==> src/rtl/cpu_pkg.sv <==
// Shared CPU core definitions: architectural register indices and common word/address types.
package cpu_pkg;

  localparam int SP_REG = 13;
  localparam int LR_REG = 14;
  localparam int PC_REG = 15;

  typedef logic [3:0]  reg_addr_t;
  typedef logic [31:0] word_t;

endpackage

==> src/rtl/regfile_mp_if.sv <==
// Decode/writeback-facing bus of the multi-port register file.
interface regfile_mp_if #(
  parameter int DATA_W   = 32,
  parameter int NUM_REGS = 16,
  parameter int N_RD     = 3,
  parameter int N_WR     = 2
);
  localparam int AW = $clog2(NUM_REGS);

  logic [N_RD-1:0][AW-1:0]     i_addr_r;
  logic                        i_stall;
  logic [N_RD-1:0][DATA_W-1:0] o_rdata;
  logic [N_RD-1:0]             o_rd_busy;
  logic [N_WR-1:0][AW-1:0]     i_addr_w;
  logic [N_WR-1:0][DATA_W-1:0] i_wdata;
  logic [N_WR-1:0]             i_wr_en;
  logic [DATA_W-1:0]           i_pc;
  logic [DATA_W-1:0]           o_pc_r;
  logic                        i_lock_en;
  logic [AW-1:0]               i_lock_addr;
  logic [NUM_REGS-1:0]         o_busy;

  modport master (
    output i_addr_r, i_stall, i_addr_w, i_wdata, i_wr_en, i_pc, i_lock_en, i_lock_addr,
    input  o_rdata, o_rd_busy, o_pc_r, o_busy
  );

  modport slave (
    input  i_addr_r, i_stall, i_addr_w, i_wdata, i_wr_en, i_pc, i_lock_en, i_lock_addr,
    output o_rdata, o_rd_busy, o_pc_r, o_busy
  );

endinterface

==> src/rtl/regfile_fwd_mux.sv <==
// Per-read-port operand select: PC first, then same-cycle write forwarding, then the array.
module regfile_fwd_mux
  import cpu_pkg::*;
#(
  parameter int DATA_W   = 32,
  parameter int NUM_REGS = 16,
  parameter int N_WR     = 2,
  parameter int PC_IDX   = PC_REG,
  parameter bit FWD      = 1'b1,
  localparam int AW      = $clog2(NUM_REGS)
) (
  input  logic [AW-1:0]               addr_i,
  input  logic [DATA_W-1:0]           pc_i,
  input  logic [DATA_W-1:0]           arr_i,
  input  logic [N_WR-1:0]             wr_en_i,
  input  logic [N_WR-1:0][AW-1:0]     addr_w_i,
  input  logic [N_WR-1:0][DATA_W-1:0] wdata_i,
  output logic [DATA_W-1:0]           data_o
);

  localparam logic [AW-1:0] PC_A = AW'(PC_IDX);

  // Later assignments override earlier ones, so the highest write port wins and PC wins overall.
  always_comb begin
    data_o = arr_i;
    if (FWD) begin
      for (int j = 0; j < N_WR; j++) begin
        if (wr_en_i[j] && (addr_w_i[j] == addr_i)) data_o = wdata_i[j];
      end
    end
    if (addr_i == PC_A) data_o = pc_i;
  end

endmodule

==> src/rtl/regfile_mp.sv <==
// Multi-port register file with registered reads, PC shadow register and load busy scoreboard.
module regfile_mp
  import cpu_pkg::*;
#(
  parameter int              DATA_W   = 32,
  parameter int              NUM_REGS = 16,
  parameter int              N_RD     = 3,
  parameter int              N_WR     = 2,
  parameter int              PC_IDX   = PC_REG,
  parameter int              SP_IDX   = SP_REG,
  parameter logic [DATA_W-1:0] SP_RESET = '0,
  parameter bit              FWD      = 1'b1
) (
  input logic         clk,
  input logic         rst,
  regfile_mp_if.slave bus
);

  localparam int            AW   = $clog2(NUM_REGS);
  localparam logic [AW-1:0] PC_A = AW'(PC_IDX);

  logic [DATA_W-1:0]           regs_q [NUM_REGS];
  logic [DATA_W-1:0]           regs_d [NUM_REGS];
  logic [NUM_REGS-1:0]         busy_q, busy_d;
  logic [N_RD-1:0][DATA_W-1:0] rdata_q, rdata_d;
  logic [N_RD-1:0]             rd_busy_q, rd_busy_d;

  // Architectural state next-state: PC shadow, then write ports in ascending priority.
  always_comb begin
    regs_d         = regs_q;
    busy_d         = busy_q;
    regs_d[PC_IDX] = bus.i_pc;
    for (int j = 0; j < N_WR; j++) begin
      if (bus.i_wr_en[j]) begin
        regs_d[bus.i_addr_w[j]] = bus.i_wdata[j];
        busy_d[bus.i_addr_w[j]] = 1'b0;
      end
    end
    if (bus.i_lock_en && (bus.i_lock_addr != PC_A)) busy_d[bus.i_lock_addr] = 1'b1;
  end

  always_ff @(posedge clk or posedge rst) begin
    if (rst) begin
      for (int i = 0; i < NUM_REGS; i++) regs_q[i] <= (i == SP_IDX) ? SP_RESET : '0;
      busy_q <= '0;
    end else begin
      regs_q <= regs_d;
      busy_q <= busy_d;
    end
  end

  // Read stage: operand select per port, registered once.
  for (genvar k = 0; k < N_RD; k++) begin : g_rd
    regfile_fwd_mux #(
      .DATA_W   (DATA_W),
      .NUM_REGS (NUM_REGS),
      .N_WR     (N_WR),
      .PC_IDX   (PC_IDX),
      .FWD      (FWD)
    ) u_mux (
      .addr_i   (bus.i_addr_r[k]),
      .pc_i     (bus.i_pc),
      .arr_i    (regs_q[bus.i_addr_r[k]]),
      .wr_en_i  (bus.i_wr_en),
      .addr_w_i (bus.i_addr_w),
      .wdata_i  (bus.i_wdata),
      .data_o   (rdata_d[k])
    );

    // With forwarding the reader sees this cycle's lock/clear; without it, the flop value.
    assign rd_busy_d[k] = (bus.i_addr_r[k] == PC_A) ? 1'b0 :
                          (FWD ? busy_d[bus.i_addr_r[k]] : busy_q[bus.i_addr_r[k]]);
  end

  always_ff @(posedge clk or posedge rst) begin
    if (rst) begin
      rdata_q   <= '0;
      rd_busy_q <= '0;
    end else if (!bus.i_stall) begin
      rdata_q   <= rdata_d;
      rd_busy_q <= rd_busy_d;
    end
  end

  assign bus.o_rdata   = rdata_q;
  assign bus.o_rd_busy = rd_busy_q;
  assign bus.o_pc_r    = regs_q[PC_IDX];
  assign bus.o_busy    = busy_q;

endmodule

==> src/flat_wrapper.sv <==
// flat-port wrapper written by rule: the top's interface ports become plain ports
module regfile_mp_flat import cpu_pkg::*;
#(
  parameter int              DATA_W   = 32,
  parameter int              NUM_REGS = 16,
  parameter int              N_RD     = 3,
  parameter int              N_WR     = 2,
  parameter int              PC_IDX   = PC_REG,
  parameter int              SP_IDX   = SP_REG,
  parameter logic [DATA_W-1:0] SP_RESET = '0,
  parameter bit              FWD      = 1'b1
)
  (clk, rst, bus_i_addr_r, bus_i_stall, bus_i_addr_w, bus_i_wdata, bus_i_wr_en, bus_i_pc, bus_i_lock_en, bus_i_lock_addr, bus_o_rdata, bus_o_rd_busy, bus_o_pc_r, bus_o_busy);
  regfile_mp_if #(.DATA_W(DATA_W), .NUM_REGS(NUM_REGS), .N_RD(N_RD), .N_WR(N_WR)) bus_i ();
  input logic clk;
  input logic rst;
  input wire logic [$bits(bus_i.i_addr_r)-1:0] bus_i_addr_r;
  input wire logic [$bits(bus_i.i_stall)-1:0] bus_i_stall;
  input wire logic [$bits(bus_i.i_addr_w)-1:0] bus_i_addr_w;
  input wire logic [$bits(bus_i.i_wdata)-1:0] bus_i_wdata;
  input wire logic [$bits(bus_i.i_wr_en)-1:0] bus_i_wr_en;
  input wire logic [$bits(bus_i.i_pc)-1:0] bus_i_pc;
  input wire logic [$bits(bus_i.i_lock_en)-1:0] bus_i_lock_en;
  input wire logic [$bits(bus_i.i_lock_addr)-1:0] bus_i_lock_addr;
  output wire logic [$bits(bus_i.o_rdata)-1:0] bus_o_rdata;
  output wire logic [$bits(bus_i.o_rd_busy)-1:0] bus_o_rd_busy;
  output wire logic [$bits(bus_i.o_pc_r)-1:0] bus_o_pc_r;
  output wire logic [$bits(bus_i.o_busy)-1:0] bus_o_busy;
  assign bus_i.i_addr_r = bus_i_addr_r;
  assign bus_i.i_stall = bus_i_stall;
  assign bus_i.i_addr_w = bus_i_addr_w;
  assign bus_i.i_wdata = bus_i_wdata;
  assign bus_i.i_wr_en = bus_i_wr_en;
  assign bus_i.i_pc = bus_i_pc;
  assign bus_i.i_lock_en = bus_i_lock_en;
  assign bus_i.i_lock_addr = bus_i_lock_addr;
  assign bus_o_rdata = bus_i.o_rdata;
  assign bus_o_rd_busy = bus_i.o_rd_busy;
  assign bus_o_pc_r = bus_i.o_pc_r;
  assign bus_o_busy = bus_i.o_busy;
  regfile_mp #(.DATA_W(DATA_W), .NUM_REGS(NUM_REGS), .N_RD(N_RD), .N_WR(N_WR), .PC_IDX(PC_IDX), .SP_IDX(SP_IDX), .SP_RESET(SP_RESET), .FWD(FWD)) u_core (.clk(clk), .rst(rst), .bus(bus_i));
endmodule
==> config.mk <==
export PLATFORM = sky130hd
export DESIGN_NAME = regfile_mp_flat
export DESIGN_NICKNAME = d
export VERILOG_FILES = /design/src/rtl/cpu_pkg.sv /design/src/rtl/regfile_mp_if.sv /design/src/rtl/regfile_fwd_mux.sv /design/src/rtl/regfile_mp.sv /design/src/flat_wrapper.sv
export SDC_FILE = /design/constraint.sdc
export NUM_CORES = 2
export LEC_CHECK = 0
export BUFFER_PORTS_ARGS = -buffer_cell sky130_fd_sc_hd__buf_2
export CELL_PAD_IN_SITES_DETAIL_PLACEMENT = 1
export CELL_PAD_IN_SITES_GLOBAL_PLACEMENT = 2
export CORE_AREA = 2 2 319 321
export CTS_CLUSTER_DIAMETER = 50
export CTS_CLUSTER_SIZE = 12
export DETAILED_ROUTE_END_ITERATION = 6
export DIE_AREA = 0 0 321 323
export PLACE_DENSITY_LB_ADDON = 0.1
export RECOVER_POWER = 100
export SLEW_MARGIN = 0
export SYNTH_ARGS = -nofsm -noshare
export SYNTH_HDL_FRONTEND = slang
export SYNTH_SLANG_ARGS = --single-unit
==> constraint.sdc <==
create_clock -name clk -period 61.6 [get_ports clk]
set_clock_uncertainty 0.1 [all_clocks]
set_input_delay 12.32 -clock clk [delete_from_list [all_inputs] [get_ports clk]]
set_output_delay 12.32 -clock clk [all_outputs]
set_load 0.1 [all_outputs]
==> Word level (Yosys, flattened, before mapping) <==
Index checks and enable logic that the tools add are counted.
{ "classes": {"magnitude_cmp": 16, "eq_ne": 10, "muxes": 44, "bitwise_logic": 10, "n_reduce_logical": 12} }
{ "op_table": {"columns": ["cell", "n"], "rows": [
  ["$bwmux 512", 2],
  ["$mux 512", 2],
  ["$mux 32", 17],
  ["$bmux 32 s4", 3],
  ["$demux 32 s4", 2],
  ["$mux 16", 3],
  ["$and 16x16->16", 2],
  ["$not 16->16", 2],
  ["$lt 4x5->1 const B", 6],
  ["$ge 5x5->1 const B", 5],
  ["$not 4->5", 5],
  ["$eq 4x4->1", 6],
  ["$or 16x16->16", 1],
  ["$bmux 1 s4", 3],
  ["$demux 1 s4", 3],
  ["$eq 4x4->1 const B", 3],
  ["$ge 4x1->1 const B", 3],
  ["$logic_and 1x1->1", 12],
  ["$lt 5x1->1 const B", 2],
  ["$mux 1", 9],
  ["$ne 4x4->1 const B", 1]
]} }
{ "totals": {"register_bits": 627, "word_cells": 113} }

==> Logic depth before layout (Yosys ltp) <==
{ "logic_depth": {"depth_word": 14, "ltp_mapped": 10, "depth_no_buf": 6} }

==> Hierarchy <==
Synthesis repeated with hierarchy kept, for this count alone.
{ "hier_totals": {"cells_unflattened": 3856, "area_unflattened_um2": 44093.5} }
{ "modules_own_cells": {"columns": ["module", "instances", "cells_each", "area_each_um2"], "rows": [
  ["regfile_mp", 1, 3367, 40261.1],
  ["regfile_fwd_mux", 3, 163, 1277.5]
]} }

==> Least setup slack after synthesis <==
OpenSTA, ideal clock, no wires.
{ "synth_path": {"path_type": "input port to flip-flop", "from": "input port bus_i_addr_r[4]", "to": "register u_core.rdata_q, in the netlist u_core.bus.o_rdata[63]", "setup_time_ps": 142, "t_arrival_ps": 13955, "required_time_ps": 61358, "slack_ps": 47403, "path_stages": 6, "path_buffers": 2, "path_cell_list": "buf_2 > buf_2 > mux4_2 > mux4_2 > mux2i_1 > o221ai_1"} }
{ "synth_via": {"elab_chain_cells": 7, "word_cells_on_any_way": 12, "cone_classes": "eq/ne: 3; mux: 6; bitwise: 1; reduce/logical: 2"} }
{ "synth_lines": {"columns": ["item", "line", "text"], "rows": [
  ["from (decl)", "flat_wrapper.sv:17", "input wire logic [$bits(bus_i.i_addr_r)-1:0] bus_i_addr_r;"],
  ["$not 4->5 (not written as such)", "regfile_mp.sv:63", ".arr_i (regs_q[bus.i_addr_r[k]]),"],
  ["$bmux 32 s4", "regfile_mp.sv:63", null],
  ["$mux 32 (not written as such) (2 in a row)", "regfile_mp.sv:63", null],
  ["$mux 32 (2 in a row)", "regfile_fwd_mux.sv:28", "if (wr_en_i[j] && (addr_w_i[j] == addr_i)) data_o = wdata_i[j];"],
  ["$mux 32 (*)", "regfile_fwd_mux.sv:31", "if (addr_i == PC_A) data_o = pc_i;"],
  ["to (signal assigned)", "regfile_mp.sv:80", "rdata_q <= rdata_d;"],
  ["to (decl)", "regfile_mp.sv:25", "logic [N_RD-1:0][DATA_W-1:0] rdata_q, rdata_d;"]
]} }
Mark *: on every way between the ends. The rest lies on a longest branch, timed or not. The select of a mux whose other input is x is not followed.
A chain may end at the register's enable or synchronous reset.

==> flow_summary.yaml <==
synth:
  synth_top_area_frac: 0.3579
  yosys.area.top_type: "dfrtp_1"
  syn_area_um2: 43840
  synth_edf_count: 0
  ys_top_cells_by_area: "dfrtp_1 (36%), mux4_2 (20%), mux2i_1 (13%)"
  synthDistinctLibCells: 59
  synthFlopType: "dfrtp_1"
  seq_area_frac_synth: 0.3579
  synth.most_common_cell: "dfrtp_1"
  synthCells: 4337
  ys_warn_count: 0
  synth-seq-cells: 627
  syn_area_per_cell_um2: 10.11
  synthArstFlopShare: 1.000
  synth_common_cells: "dfrtp_1 (627), mux2i_1 (571), a21oi_1 (518)"
  synth_nets: 4463
pwr:
  intPower_mw: 1.117
  power_frac_clock: 0.353
  leakagePower_nw: 20.96
  switchingPower_mw: 0.6737
  cellPowerDensity_nw_per_um2: 36.75
  ir_drop_uv: 29.23
  power_mw: 1.791
  pwr-share-seq: 0.342
  comb_power_share: 0.306
  p_sw_frac: 0.3762
outcome:
  violations: "capacitance limit, slew limit"
  status: "finished, violations left"
sta:
  tns_ns: 0
  drv_slew: 1849
  layout_setup_ws_ns: 36.29
  finalSetupViolCount: 0
  max_freq_mhz: 39.51
  min_period_over_period: 0.4108
  tightest_slew_ns: 5.131
  rsz0062_at_grt: "no"
  slew_headroom: -2.421
  hold_viol: 0
  layout_min_cycle_time_ns: 25.31
cells_and_area:
  syn2layout_area_growth_pct: 11.14
  nets: 4367
  drive_gt1_frac: 0.1886
  postLayoutCellArea_um2: 48720
  antenna_cells: 0
placement:
  gp_congestion: 0.8150
  io_buffers: 272
  hpwl_um: 102700
  pre_cts_slack_ns: 45.14
  place_area_um2: 45400
floorplanning:
  rows: 117
  dieArea_um2: 103700
  core_um2: 100700
  start_util: 0.4353
  die_x_um: 321
  die_h_um: 323
  pin_count: 273
setup_path:
  cp_slowest_stage_delay_ns: 2.65
  critPathCaptureType: "async pin"
  path_max_fanout: 94
  path_class: "in2async"
  crit_family: "buffers and inverters"
  slowest_stage: "clkinvlp_2"
  cp.required_ns: 61.57
  start_kind: "primary input"
  crit_buf_inv: 6
  worstPathArrival_ns: 25.27
  crit_top_cell: "clkbuf_1"
  crit_chain: "buf_2 > clkinvlp_2 > clkbuf_1 > clkbuf_1 > clkbuf_1 > clkbuf_1"
run:
  drv_cap: 42
route:
  viasPerCell: 6.698
  wire_per_inst_um: 33.39
  vias: 37780
  drt-total-wl_um: 188300
  dr.pass1.iters: 5
  route.detailed.drc: 0
  drt_iter0_markers: 3722
  ant_nets: 0
clock_tree:
  cts_made_buffers: 109
  clockBufferDepth: 3
  cts_tree: "done"
  clkLatencyLatePin_ns: 0.71
  cts_sinks: 627
  htree_num_levels: 3
  hold_buffers: 0
  clockRootBuffer: "clkbuf_16"
  clk_pin_slew_worst_paths_ns: 0.05
  cts_resized: 0
  post_cts_buffers: 0
global_route:
  grt_pass1_wl_um: 273400
  grt_pass1_vias: 37650
  antenna_found_initial: 8
  grt_max_degree: 114
  gr-usage-all-layers: 0.3613
  overflow: 0
min_path:
  hold_class: "reg2reg"
[worst min-delay path: cells and delay by family (launching register included)]
| family | cells | cell delay (ns) |
|---|---|---|
| DFF | 1 | 0.35 |
| AOI/OAI and AO/OA | 1 | 0.06 |
| and+or+nand+nor | 1 | 0.05 |
[area by class of cell]
cell class | instances | area, µm²
tap | 1309 | 1638
clock buffer | 134 | 2963
multi-input combinational | 3076 | 25650
inverter | 79 | 297.8
timing repair buffer | 348 | 1713
fill | 11000 | 51990
sequential | 627 | 15690
clock inverter | 67 | 773.2
[metrics by stage]
| step | instances | hold slack [ns] | utilization |
|---|---|---|---|
| after global placement | 5439 | 0.3660 | 0.4507 |
| final | 5640 | 0.3954 | 0.4838 |
| after CTS | 5640 | 0.3920 | 0.4878 |
| after global routing | 5640 | 0.4317 | 0.4838 |
| after floorplan | 4337 | 0.4522 | - |
| after detailed placement | 5439 | 0.3791 | 0.4507 |
[power by group through the flow]
stage               clock network, mW  registers [mW]  logic (mW)
finish                          0.631           0.612       0.547
global route                    0.656           0.625       0.582
CTS                             0.637           0.607       0.549
detailed placement                  0           0.611       0.548
global placement                    0           0.604       0.538
floorplan                           0           0.696       0.324
[final timing paths]
| path | from | endpoint | slack, ns | cells after the start |
|---|---|---|---|---|
| min reg2reg | u_core.bus.o_rdata[1] | u_core.bus.o_rdata[1] | 0.40 | 2 |
| min | u_core.bus.o_rdata[1] | u_core.bus.o_rdata[1] | 0.40 | 2 |
| max | rst | u_core.regs_q[104] | 36.29 | 6 |
| max in group clk | bus_i_addr_r[9] | u_core.bus.o_rdata[89] | 40.73 | 9 |
| max reg2reg | u_core.regs_q[256] | u_core.bus.o_rdata[0] | 59.45 | 6 |
| min in group asynchronous | rst | u_core.regs_q[56] | 12.99 | 2 |
[metal layers]
metal / global-route usage / up-vias / part of all wire
met3: 0.06236 / 363 / 0.079
met4: 0.1308 / 8 / 0.037
met2: 0.5596 / 1695 / 0.45
met5: 0 / - / 0.00020
li1: - / 15780 / -
met1: 0.5109 / 19930 / 0.43
[flip-flops by register name, summed over array words and instances (netlist names)]
register,count
u_core.bus.o_rdata,96
u_core.regs_q,480
u_core.bus.o_busy,16
u_core.bus.o_rd_busy,3
u_core.bus.o_pc_r,32
[cell usage in the layout (no fill, tap or decap), drive strengths merged, types with 6 or more instances in the layout]
cell | synthesis | layout
dfrtp | 627 | 627
mux2i | 571 | 571
a21oi | 518 | 518
nand2 | 460 | 460
mux4 | 388 | 388
nor2 | 350 | 350
clkbuf | 331 | 318
o21ai | 197 | 197
buf | 224 | 164
and3 | 101 | 101
inv | 78 | 88
nand3 | 71 | 71
a211oi | 67 | 67
a32oi | 63 | 63
o221ai | 39 | 39
and2 | 38 | 38
clkinv | 1 | 36
o211ai | 34 | 34
mux2 | 32 | 32
a21o | 30 | 30
xor2 | 18 | 18
clkinvlp | 0 | 12
bufinv | 0 | 10
a31oi | 9 | 9
nor2b | 9 | 9
nor3 | 9 | 9
nor3b | 8 | 8
a311oi | 6 | 6
xnor2 | 6 | 6
nand2b | 6 | 6
[logic make-up after synthesis]
kind of cell	synth area share
buffers and inverters	0.06139
and+or+nand+nor	0.1061
AOI/OAI and AO/OA	0.1320
DFF	0.3579
xor gates and xnor gates	0.004795
muxes	0.3379
No activity file was read; power rests on OpenSTA's default activity.
